===== src/rtl/shared_divider_if.sv =====
// Client/divider bundle: operands and start toward the divider, results and status back.
// Masters watch busy before pulsing start; one division in flight at a time.
interface shared_divider_if #(
  parameter int WIDTH_div = 16
);
  logic                   start;
  logic [2*WIDTH_div-1:0] dividerbus;
  logic [WIDTH_div-1:0]   dividerres;
  logic [WIDTH_div-1:0]   remainder;
  logic                   busy;
  logic                   ready;
  logic                   div0;

  modport master (
    output start, dividerbus,
    input  dividerres, remainder, busy, ready, div0
  );

  modport slave (
    input  start, dividerbus,
    output dividerres, remainder, busy, ready, div0
  );
endinterface


===== src/rtl/shared_divider.sv =====
// Unsigned restoring divider, WIDTH_div iterations; ready pulses WIDTH_div+1 cycles after accept.
// start is ignored while busy; a start during the ready cycle is accepted back-to-back.
module shared_divider #(
  parameter int WIDTH_div = 16
) (
  input  logic             clk,
  input  logic             r,
  shared_divider_if.slave  bus
);
  localparam int W  = WIDTH_div;
  localparam int CW = (W > 1) ? $clog2(W) : 1;
  localparam logic [CW-1:0] LAST = CW'(W - 1);

  typedef enum logic [1:0] {IDLE, RUN, DONE} state_t;

  state_t        state, state_nxt;
  logic [W-1:0]  p_reg;
  logic [W-1:0]  q_reg;
  logic [W-1:0]  d_reg;
  logic [CW-1:0] cnt;
  logic [W-1:0]  res_q, rem_q;
  logic          div0_q;
  logic          busy_o, ready_o;
  logic          accept, last_iter;
  logic [W:0]    p_shift;
  logic [W-1:0]  p_sub, p_nxt, q_nxt;
  logic          ge;

  assign accept    = bus.start && !busy_o;
  assign last_iter = (state == RUN) && (cnt == LAST);

  always_ff @(posedge clk or negedge r) begin
    if (!r) state <= IDLE;
    else    state <= state_nxt;
  end

  always_comb begin
    state_nxt = state;
    case (state)
      IDLE:    if (accept) state_nxt = RUN;
      RUN:     if (last_iter) state_nxt = DONE;
      DONE:    state_nxt = accept ? RUN : IDLE;
      default: state_nxt = IDLE;
    endcase
  end

  always_comb begin
    busy_o  = (state == RUN);
    ready_o = (state == DONE);
  end

  // The restored remainder is always below the divisor, so W bits hold it;
  // only the shifted trial value needs the extra bit for the compare.
  always_comb begin
    p_shift = {p_reg, q_reg[W-1]};
    ge      = (p_shift >= {1'b0, d_reg});
    p_sub   = p_shift[W-1:0] - d_reg;
    p_nxt   = ge ? p_sub : p_shift[W-1:0];
    q_nxt   = {q_reg[W-2:0], ge};
  end

  always_ff @(posedge clk or negedge r) begin
    if (!r) begin
      p_reg  <= '0;
      q_reg  <= '0;
      d_reg  <= '0;
      cnt    <= '0;
      res_q  <= '0;
      rem_q  <= '0;
      div0_q <= 1'b0;
    end else if (accept) begin
      q_reg <= bus.dividerbus[2*W-1:W];
      d_reg <= bus.dividerbus[W-1:0];
      p_reg <= '0;
      cnt   <= '0;
    end else if (state == RUN) begin
      p_reg <= p_nxt;
      q_reg <= q_nxt;
      cnt   <= cnt + 1'b1;
      // Results land with the final iteration so they are valid during the ready cycle.
      if (last_iter) begin
        res_q  <= q_nxt;
        rem_q  <= p_nxt;
        div0_q <= (d_reg == '0);
      end
    end
  end

  assign bus.dividerres = res_q;
  assign bus.remainder  = rem_q;
  assign bus.div0       = div0_q;
  assign bus.busy       = busy_o;
  assign bus.ready      = ready_o;
endmodule


===== src/flat_wrapper.sv =====
// flat-port wrapper written by rule: the top's interface ports become plain ports
module shared_divider_flat 
#(
  parameter int WIDTH_div = 16
)
  (clk, r, bus_start, bus_dividerbus, bus_dividerres, bus_remainder, bus_busy, bus_ready, bus_div0);
  shared_divider_if #(.WIDTH_div(WIDTH_div)) bus_i ();
  input  logic clk;
  input  logic r;
  input wire logic [$bits(bus_i.start)-1:0] bus_start;
  input wire logic [$bits(bus_i.dividerbus)-1:0] bus_dividerbus;
  output wire logic [$bits(bus_i.dividerres)-1:0] bus_dividerres;
  output wire logic [$bits(bus_i.remainder)-1:0] bus_remainder;
  output wire logic [$bits(bus_i.busy)-1:0] bus_busy;
  output wire logic [$bits(bus_i.ready)-1:0] bus_ready;
  output wire logic [$bits(bus_i.div0)-1:0] bus_div0;
  assign bus_i.start = bus_start;
  assign bus_i.dividerbus = bus_dividerbus;
  assign bus_dividerres = bus_i.dividerres;
  assign bus_remainder = bus_i.remainder;
  assign bus_busy = bus_i.busy;
  assign bus_ready = bus_i.ready;
  assign bus_div0 = bus_i.div0;
  shared_divider #(.WIDTH_div(WIDTH_div)) u_core (.clk(clk), .r(r), .bus(bus_i));
endmodule

===== config.mk =====
export PLATFORM = sky130hd
export DESIGN_NAME = shared_divider_flat
export DESIGN_NICKNAME = d
export VERILOG_FILES = /design/src/rtl/shared_divider_if.sv /design/src/rtl/shared_divider.sv /design/src/flat_wrapper.sv
export SDC_FILE = /design/constraint.sdc
export NUM_CORES = 1
export LEC_CHECK = 0
export CAP_MARGIN = 30
export CORE_MARGIN = 2
export CORE_UTILIZATION = 34
export DETAILED_ROUTE_END_ITERATION = 16
export SLEW_MARGIN = 20
export SYNTH_ARGS = -nofsm -noshare
export SYNTH_HDL_FRONTEND = slang
export SYNTH_SLANG_ARGS = --single-unit

===== constraint.sdc =====
create_clock -name clk -period 3.2 [get_ports clk]
set_clock_uncertainty 0.05 [all_clocks]
set_input_delay 0.64 -clock clk [delete_from_list [all_inputs] [get_ports clk]]
set_output_delay 0.64 -clock clk [all_outputs]
set_load 0.005 [all_outputs]

==> results.txt, run 1 <==
- The via count of the first global-routing pass is 3530.
* # DRC: 0
* CTS Root Buffer Type: clkbuf_16
- In this run the tightest slew margin relative to its limit is 48.9%.
- Worst setup EP type: flop
- The first global-routing pass estimated 17800 um of wire.
* Crit start category: flop
- Final core area utilization: 44.2%
- Total detailed-routing wirelength: 10900 um
- Timing would allow up to 368 MHz.
- Power spread over the standard cell area amounts to 1230 nW/um^2.
- Dominant cells by area after synthesis: dfrtp_1 (49%), nand2_1 (8.2%), mux2i_1 (5.7%)
- Total routing resource utilization after global routing: 16.2%
* Primary FF master, synth: dfrtp_1
* Number of synthesis warnings: 0
* Class of the most critical hold timing path: in2async
- A synthesized cell averages 9.77 um^2.
- Initial DRC count: 177
* Half-perimeter wire length of the detailed placement result: 7780 um
- In the synthesized netlist the async set-or-reset flop fraction comes to 100%.
- The clock passes through at most 2 buffers.
- Buffers inserted during clock tree synthesis total 9.
- Adding up every negative setup slack in the final design gives 0 ps.
* Area share of the largest cell type after synthesis: 49.4%
* Clock period minus worst slack: 2720 ps
* Final net count: 568
- The number of nets handed over by synthesis was 504.
- Max Cap Violations: 0
* Flop pwr share: 30.5%
- Setup violations remaining at the end of the flow were counted as 0.
- Worst setup timing slack at the placement stage: 504 ps
* Leakage power: 2.54 nW
- Post-synthesis cell count: 451
* TritonCTS Sinks: 87
- Switch Pwr: 2.84 mW
- Data arrival at the endpoint of the critical path: 2880 ps
* Required time worst endpoint: 3370 ps
- 0 antenna diodes ended up in the layout.
- Number of distinct standard cells referenced by the synthesized netlist: 50
- Routed via count divided by cell count: 4.96
* Crit Path Class: reg2reg
* Layout overhead on the synthesized area: 26.8%
- Final routed wire length divided by cell count: 15.7 um
* Sequential element share of the synthesized area: 49.4%
- Router iterations before antenna repair: 4
* P_int: 4.03 mW
- Run status: completed
* Maximum fanout count along the critical path: 11
* Die width: 118 um
* RSZ-0062 raised after global routing: no
- Number of core rows: 41
* Share of layout cells above drive strength 1: 10.0%
* Number of gates resized after CTS: 0
- In the post-route analysis, the smallest setup slack over all paths is 484 ps.
* Clock insertion delay at the later pin of the skew report: 340 ps
- The die is 118 um tall.
- Synth area leader: dfrtp_1
- Entering global routing, the biggest net connects 48 pins.
- Switching share of power: 41.3%
- Post-route antenna net violation count: 0
- Count of buffers from port buffering: 69
- Of the available clock period, the critical path in the final layout requires 84.9%.
- Final hold slack: 249 ps
- Once the floorplan was initialized, standard cells occupied 34.9% of the core.
* Via count: 3431
- In this run, post-CTS hold repair placed 0 buffers.
- After clock tree synthesis, the clock-pin slew on the worst setup and hold paths is 60 ps.
* Post-synth EDFFs: 0
* Slew of the pin with the lowest slew margin: 764 ps
- The number of antenna violations at the first check in global routing came to 0.
- Floorplan core area: 12600 um^2
* Clock H-tree levels: 3
* Clk pwr share: 16.1%
- IO Count: 70
* Max VDD drop: 0.000638 V
- TritonCTS built the clock tree.
- Die area: 13900 um^2
* Routability-driven placement congestion ratio: 0.870
- The final count of pins violating max slew is 0.
- Final hold violation count: 0
* Post-CTS Setup Repair Bufs: 0
- Counting flops and latches in the post-synthesis netlist gives 87.
- The cell area that synthesis handed to floorplanning was 4410 um^2.
- Share of power burned in combinational logic: 53.4%
- Summed over all layers, the global routing overflow is 0.
## cells in the mapped netlist, drive strengths merged (5+ instances only)
library cell,number
a21oi,11
buf,5
clkbuf,18
dfrtp,87
ha,17
inv,20
mux2,17
mux2i,25
nand2,97
nand3,24
nor2,7
nor2b,5
nor4,5
o21ai,59
xor2,7
## through the flow
step / total power [mW] / area, um^2 / std cells
2_1_floorplan: 4.57 / 4410 / 451
3_3_place_gp: 5.70 / 5270 / 676
3_5_place_dp: 5.78 / 5270 / 676
4_1_cts: 6.91 / 5580 / 692
5_1_grt: 7.42 / 5580 / 692
6_report: 6.87 / 5580 / 692
## power by group through the flow
stage,clock (mW),combinational (mW),sequential [mW]
2_1_floorplan,0,2.59,1.99
3_3_place_gp,0,3.60,2.10
3_5_place_dp,0,3.67,2.11
4_1_cts,1.13,3.68,2.10
5_1_grt,1.17,4.08,2.17
6_report,1.11,3.67,2.10
## cell families after synthesis
kind of cell	after synthesis	share of synthesized area [%]
xor+xnor	11	2.19
mux	42	10.1
simple gates	151	15.2
compound gates	98	13.6
fa+ha+maj	18	5.28
flops	87	49.4
buf+inv	44	4.20
## worst paths after layout
| kind | startpoint | to | slack [ps] | cells past startpoint |
|---|---|---|---|---|
| setup / recovery | u_core.p_reg[7] | u_core.p_reg[3] | 480 | 9 |
| hold / removal | r | u_core.d_reg[6] | 250 | 1 |
| setup reg to reg | u_core.p_reg[7] | u_core.p_reg[3] | 480 | 9 |
| hold reg to reg | u_core.bus.remainder[0] | u_core.bus.remainder[0] | 430 | 2 |
| max in group asynchronous | r | u_core.p_reg[14] | 2200 | 2 |
| min in group clk | u_core.bus.remainder[0] | u_core.bus.remainder[0] | 430 | 2 |
## metal layers
layer / part of all wire [%] / global-route usage, %
met5: 0 / 0
met1: 45 / 20.5
met3: 3.3 / 3.68
met4: 2.1 / 5.95
met2: 49 / 27.0
## area by class of cell
| type | instances | area (um^2) |
|---|---|---|
| clock buffer | 11 | 253 |
| inverter | 21 | 78.8 |
| sequential | 87 | 2180 |
| clock inverter | 5 | 63.8 |
| tap | 172 | 215 |
| fill | 1241 | 7040 |
| multi-input combinational | 320 | 2040 |
| timing repair buffer | 76 | 753 |
## cell usage in the layout, fill, tap and decap left out, drive strengths merged, types with 2 or more instances in the layout
master         count
inv               21
o21bai             2
a21o               3
o22ai              3
nor2b              5
and3               3
a21oi             11
o31a               2
o221ai             3
or2                4
a2bb2oi            3
clkinv             3
ha                17
mux2              17
a31oi              3
mux2i             25
clkbuf            11
xor2               7
dfrtp             87
nor4               5
o21a               3
nand2             97
o21ai             59
buf                8
nand3             24
xnor2              4
nor2               7
a311oi             2
clkdlybuf4s50     68
## critical path, stage by stage, from the launching register on
cell	delay [ps]
dfrtp_1	440
ha_1	430
and3_4	230
nand3_2	90
nor4_1	350
a2111o_1	230
or2_1	140
buf_4	220
mux2i_1	310
o21ai_1	100
No activity file was read; power rests on OpenSTA's default activity.
==> inputs of run 2 (changes only) <==
clock period = 2.5 ns   (was 3.2 ns; I/O delays follow)
==> results.txt, run 2 (same netlist as run 1, synthesis figures left out) <==
- Number of global-route vias before repair: 3809 (+7.9%)
- Number of core rows: 41 (unchanged)
- Grouping stages by cell kind, the critical path spends the most delay in compound AO/OA/AOI/OAI gates.
- Initial DRC count: 226 (+28%)
- The ratio of final minimum period to clock period is 97.1% (+12 points).
- Final net count: 624 (+9.9%)
* Post-layout instance area: 6300 um^2 (+13%)
- The number of vias in the routed layout is 3669 (+6.9%).
- The detailed-placement wirelength estimate came to 8460 um (+8.7%).
- Max-slew violation count: 0 (unchanged)
* Count of buffer and inverter cells on the critical path: 1 (unchanged)
- Final hold violation count: 0 (unchanged)
- The floorplan die width came to 118 um (unchanged).
* Run status: completed
- The aggregate routed wire length is 11800 um (+8.6%).
* Slew of the pin with the lowest slew margin: 617 ps (-147 ps)
- The via density per instance was 4.91 (-0.94%).
- The total power density per cell area was 1670 nW/um^2 (+36%).
- The register area was 2180 um^2 (+0.17%).
- The die area was 13900 um^2 (unchanged).
- GR Layer Usage met1: 22.3% (+1.8 points)
* Final WS setup: 72.1 ps (-412 ps)
- CTS Root Buffer Type: clkbuf_16
- Share of layout cells above drive strength 1: 25.7% (+16 points)
- Tracing the worst setup path back leads to its startpoint at u_core.p_reg[7].
- Final routed wire length divided by cell count: 15.8 um (+0.58%)
* Worst setup timing slack at the placement stage: -105 ps (-609 ps)
- The worst register-to-register path begins at u_core.p_reg[7].
- Filler instances: 1185 (-4.5%)
* Longest Clk Path Bufs: 2 (unchanged)
* Delay contributed by the slowest stage of the critical path: 440 ps (about the same)
* Area taken by multi-input logic gates: 2320 um^2 (+13%)
- The total clock buffers created by CTS was 9 (unchanged).
- Router iterations before antenna repair: 4 (unchanged)
- The number of primary I/O pins came to 70 (unchanged).
* Crit start category: flop
- Die extent in y: 118 um (unchanged)
- # DRC: 0 (unchanged)
- The met2 capacity usage during global routing was 29.5% (+2.5 points).
- Class of the most critical hold timing path: in2async
- Number of diodes: 0 (unchanged)
- The maximum fanout along the worst path was 6 (-5).
* Required time worst endpoint: 2730 ps (-640 ps)
- Instance area after placement: 5620 um^2 (+6.7%)
- The core region area was 12600 um^2 (unchanged).
- The clock latency at the later pin of the worst-skew pair came to 350 ps (about the same).
- The final-report setup violation count is 0 (unchanged).
* Max stage delay cell, worst path: dfrtp_2
* Final Non-Filler Cells: 747 (+7.9%)
- The highest achievable clock rate was 412 MHz (+12%).
- The worst setup path is captured at a flop.
* Met3 Usage GRT: 2.96% (-0.73 points)
* First-pass GRT wire length: 19400 um (+8.7%)
- Count of buffers from port buffering: 69 (unchanged)
* Total routing resource utilization after global routing: 17.7% (+1.5 points)
- Data arrival at the endpoint of the critical path: 2650 ps (-230 ps)
- The CTS H-tree depth is 3 (unchanged).
- Traced cell by cell, the critical path runs through ha_4 -> a21oi_4 -> o22ai_2 -> or2_1 -> o221a_4 -> or2_4 -> buf_12 -> mux2_4 -> o21ai_2.
- The count of max-cap constraint violations is 0 (unchanged).
* Quantity of hold-fixing buffers added after cts: 0 (unchanged)
- The area growth from synthesis to layout is 43.0%.
- The clock-pin transition on the worst setup and hold timing paths was 60 ps (about the same).
- The library cells used most frequently in the layout, excluding fill and tap cells, are nand2_1 (95), dfrtp_1 (84), clkdlybuf4s50_1 (68), buf_4 (58), o21ai_0 (30).
- Post-route antenna net violation count: 0 (unchanged)
- The worst IR drop on VDD was 0.000552 V (-14%).
- Clock period minus worst slack: 2430 ps (-288 ps)
* Crit Path Class: reg2reg
* Most frequent standard cell in the layout excluding fill and tap cells: nand2_1
* Max_slew headroom: 58.9% (+9.9 points)
* Layer with the highest usage: met2
* Final hold slack: 107 ps (-142 ps)
- Overflow left after global routing: 0 (unchanged)
- The pin count of the biggest net entering global routing was 44 (-8.3%).
- Leakage power: 2.82 nW (+11%)
- TritonCTS built the clock tree.
- The number of antenna violations at the first check in global routing was 0 (unchanged).
- The count of clock tree sinks is 87 (unchanged).
* Starting Density: 34.9% (unchanged)
* Routability-driven placement congestion ratio: 0.841 (-3.3%)
- Dpl cells: 720 (+6.5%)
## run 2: changes by cell type in the layout (fill, tap and decap cells not counted), moves of 5 or more
| cell | delta |
|---|---|
| buf_4 | +51 |
| ha_1 | -12 |
| ha_4 | +12 |
| inv_1 | -6 |
| inv_2 | +6 |
| mux2i_1 | -5 |
| mux2i_2 | +5 |
## run 2: area by class of cell
type / instances / share of cell area (%)
clock buffers: 11 / 3.85
clock inverters: 4 / 0.477
flip-flops and latches: 87 / 34.6
well taps: 172 / 3.42
inverters: 21 / 1.25
repair buffers: 132 / 19.6
multi-input cells: 320 / 36.8
## run 2: final timing paths
kind,depth (start not counted),end,slack [ps]
setup / recovery,9,u_core.bus.remainder[1],70
hold / removal,1,u_core.d_reg[4],110
setup reg to reg,9,u_core.bus.remainder[1],70
hold reg to reg,2,u_core.bus.dividerres[8],430
max in group asynchronous,2,u_core.q_reg[4],1650
min in group clk,2,u_core.bus.dividerres[8],430
## run 2: timing repair
action	CTS	global route
cloned	0	2
buffers inserted	2	8
gates resized for setup	14	37
setup endpoints to repair	26	29
pin swaps	3	18
## run 2: power breakdown
group | total [mW] | switching [mW] | internal, mW
Sequential | 2.68 | 0.544 | 2.14
Combinational | 6.61 | 3.08 | 3.53
Clock | 1.26 | 0.562 | 0.699
## run 2: stage by stage
| stage | TNS, ps | utilization [%] | total power [mW] |
|---|---|---|---|
| 2_1_floorplan | 0 | - | 5.86 |
| 3_3_place_gp | -928 | 44.6 | 8.03 |
| 3_5_place_dp | -1360 | 44.6 | 8.11 |
| 4_1_cts | 0 | 47.6 | 9.70 |
| 5_1_grt | -37.6 | 49.9 | 11.4 |
| 6_report | 0 | 49.9 | 10.6 |
## run 2: metal layers
layer  part of all wire, %  routed length, um  vias up
li1                      -                  -     1806
met1                    45               5360     1779
met2                    49               5720       58
met3                   2.6                302       26
met4                   3.6                420        0
met5                     0                  0        -
==> inputs of run 3 (changes only) <==
CAP_MARGIN = default   (was 30)
==> results of run 3 <==
Same layout as run 2: the final DEF is identical, and so are final timing and power.
==> RTL change, RTL diff (settings of run 2) <==
`WIDTH_div` is set to 16 in 3 places; all go to 8.
--- a/src/rtl/shared_divider_if.sv
+++ b/src/rtl/shared_divider_if.sv
@@ -1,7 +1,7 @@
 // Client/divider bundle: operands and start toward the divider, results and status back.
 // Masters watch busy before pulsing start; one division in flight at a time.
 interface shared_divider_if #(
-  parameter int WIDTH_div = 16
+  parameter int WIDTH_div = 8
 );
   logic                   start;
   logic [2*WIDTH_div-1:0] dividerbus;
--- a/src/rtl/shared_divider.sv
+++ b/src/rtl/shared_divider.sv
@@ -1,7 +1,7 @@
 // Unsigned restoring divider, WIDTH_div iterations; ready pulses WIDTH_div+1 cycles after accept.
 // start is ignored while busy; a start during the ready cycle is accepted back-to-back.
 module shared_divider #(
-  parameter int WIDTH_div = 16
+  parameter int WIDTH_div = 8
 ) (
   input  logic             clk,
   input  logic             r,
--- a/src/flat_wrapper.sv
+++ b/src/flat_wrapper.sv
@@ -1,7 +1,7 @@
 // flat-port wrapper written by rule: the top's interface ports become plain ports
 module shared_divider_flat 
 #(
-  parameter int WIDTH_div = 16
+  parameter int WIDTH_div = 8
 )
   (clk, r, bus_start, bus_dividerbus, bus_dividerres, bus_remainder, bus_busy, bus_ready, bus_div0);
   shared_divider_if #(.WIDTH_div(WIDTH_div)) bus_i ();
Ports: changed (resized bus_dividerbus, bus_dividerres and bus_remainder); port bits go from 70 to 38. No check against the original RTL was run, so the function may have changed too.
==> RTL change against run 2 <==
- area after synthesis is 43% lower
- via count is 45% lower
- die area is 42% lower
- setup slack better by 210 ps
- wire length is 50% lower
- total power is 55% lower
- sequential cell count is 41 lower
- final area is 50% lower
==> RTL change: results (changes against run 2) <==
### STA
- **actual slew at the worst max-slew pin** 596 ps, was 617 ps
- **Max Clk Rate** 452 MHz, was 412 MHz

### Final layout
- **final cell count without fillers** 390, was 747
- **share of post-route cells with drive strength above 1** 13.4%, was 25.7%

### Outcome
- **run status** finished, final reports clean, unchanged

### Drt
- **Total Wirelength** 5930 µm, was 11800 µm
- **post-DR vias/cell** 5.14, was 4.91

### GRT
- **global-route met1 utilization** 20.1%, was 22.3%
- **met3 Usage GRT** 2.85%, was 2.96%
- **first-pass GRT wire length** 10100 µm, was 19400 µm
- **via count of the first global-routing pass** 2118, was 3809

### Worst setup path
- **origin of the worst setup path** u_core.d_reg[0], was u_core.p_reg[7]
- **cell type of the slowest stage on the worst timing path** sky130_fd_sc_hd__dfrtp_1, was sky130_fd_sc_hd__dfrtp_2
- **Crit Path Max Fanout** 3, was 6

### Logic synthesis
- **Mapped Nets** 281, was 504
- **count of distinct cell types in the synthesized netlist** 51, was 50
- **top post-synthesis cells by area** sky130_fd_sc_hd__dfrtp_1 46%, sky130_fd_sc_hd__nand2_1 7.1%, sky130_fd_sc_hd__ha_1 5.0%, was sky130_fd_sc_hd__dfrtp_1 49%, sky130_fd_sc_hd__nand2_1 8.2%, sky130_fd_sc_hd__mux2i_1 5.7%
- **Mapped Cells** 251, was 451
- **sequential cell area fraction in the yosys report** 46.0%, was 49.4%

### Pwr
- **Lkg Pwr** 1.40 nW, was 2.82 nW
- **share of power burned in combinational logic** 56.0%, was 62.6%
- **Max rail drop VDD** 0.506 mV, was 0.552 mV
- **switching fraction of total power** 41.7%, was 39.7%

### CTS
- **post-CTS resize count** 0, was 14
- **number of buffers added by the clock tree synthesis step** 5, was 9
- **clock slew seen by the registers of the worst setup and hold paths** 90 ps, was 60 ps
- **total number of H-tree levels** 2, was 3

### Place
- **number of buffers added on ports** 37, was 69
- **routability congestion estimate** 0.836, was 0.841

## RTL change: cell types whose count changed after synthesis, moves of 17 or more
cell,run 2,this run
sky130_fd_sc_hd__dfrtp_1,87,46
sky130_fd_sc_hd__mux2i_1,25,7
sky130_fd_sc_hd__o21ai_0,31,14
sky130_fd_sc_hd__nand2_1,96,47
sky130_fd_sc_hd__o21ai_1,26,5
## RTL change: kinds of logic after synthesis
group | Yosys count | share of synthesized area (%)
mux | 15 | 6.41
fa+ha+maj | 11 | 5.81
compound gates | 59 | 18.3
buf+inv | 26 | 4.70
xor+xnor | 2 | 0.701
flops | 46 | 46.0
simple gates | 92 | 18.1
## RTL change: cell type report
type	count	area (µm²)	area share, %
clock buffer	6	82.6	2.65
clock inverter	2	60.1	1.93
inverter	14	52.6	1.68
multi-input combinational	179	1230	39.5
sequential	46	1150	36.9
tap	99	124	3.97
timing repair buffer	44	418	13.4
## RTL change: stage by stage
| step | hold WS [ps] | power, W | area, µm² |
|---|---|---|---|
| floorplan | 154 | 0.00329 | 2500 |
| global placement | 415 | 0.00408 | 2980 |
| detailed placement | 417 | 0.00411 | 2980 |
| CTS | 256 | 0.00483 | 3120 |
| global route | 289 | 0.00520 | 3120 |
| finish | 222 | 0.00479 | 3120 |
## RTL change: layer usage
layer | wire length, µm | share of wire [%] | up-vias
li1 | - | - | 977
met1 | 2710 | 46 | 973
met2 | 2860 | 48 | 46
met3 | 249 | 4.2 | 10
met4 | 104 | 1.8 | 0
met5 | 0 | 0 | -
## RTL change: power by group through the flow
stage	Combinational, W	Sequential [W]	Clock, W
global placement	0.00266	0.00142	0
finish	0.00268	0.00141	0.000701
floorplan	0.00193	0.00136	0
global route	0.00300	0.00146	0.000741
detailed placement	0.00269	0.00142	0
CTS	0.00271	0.00141	0.000704
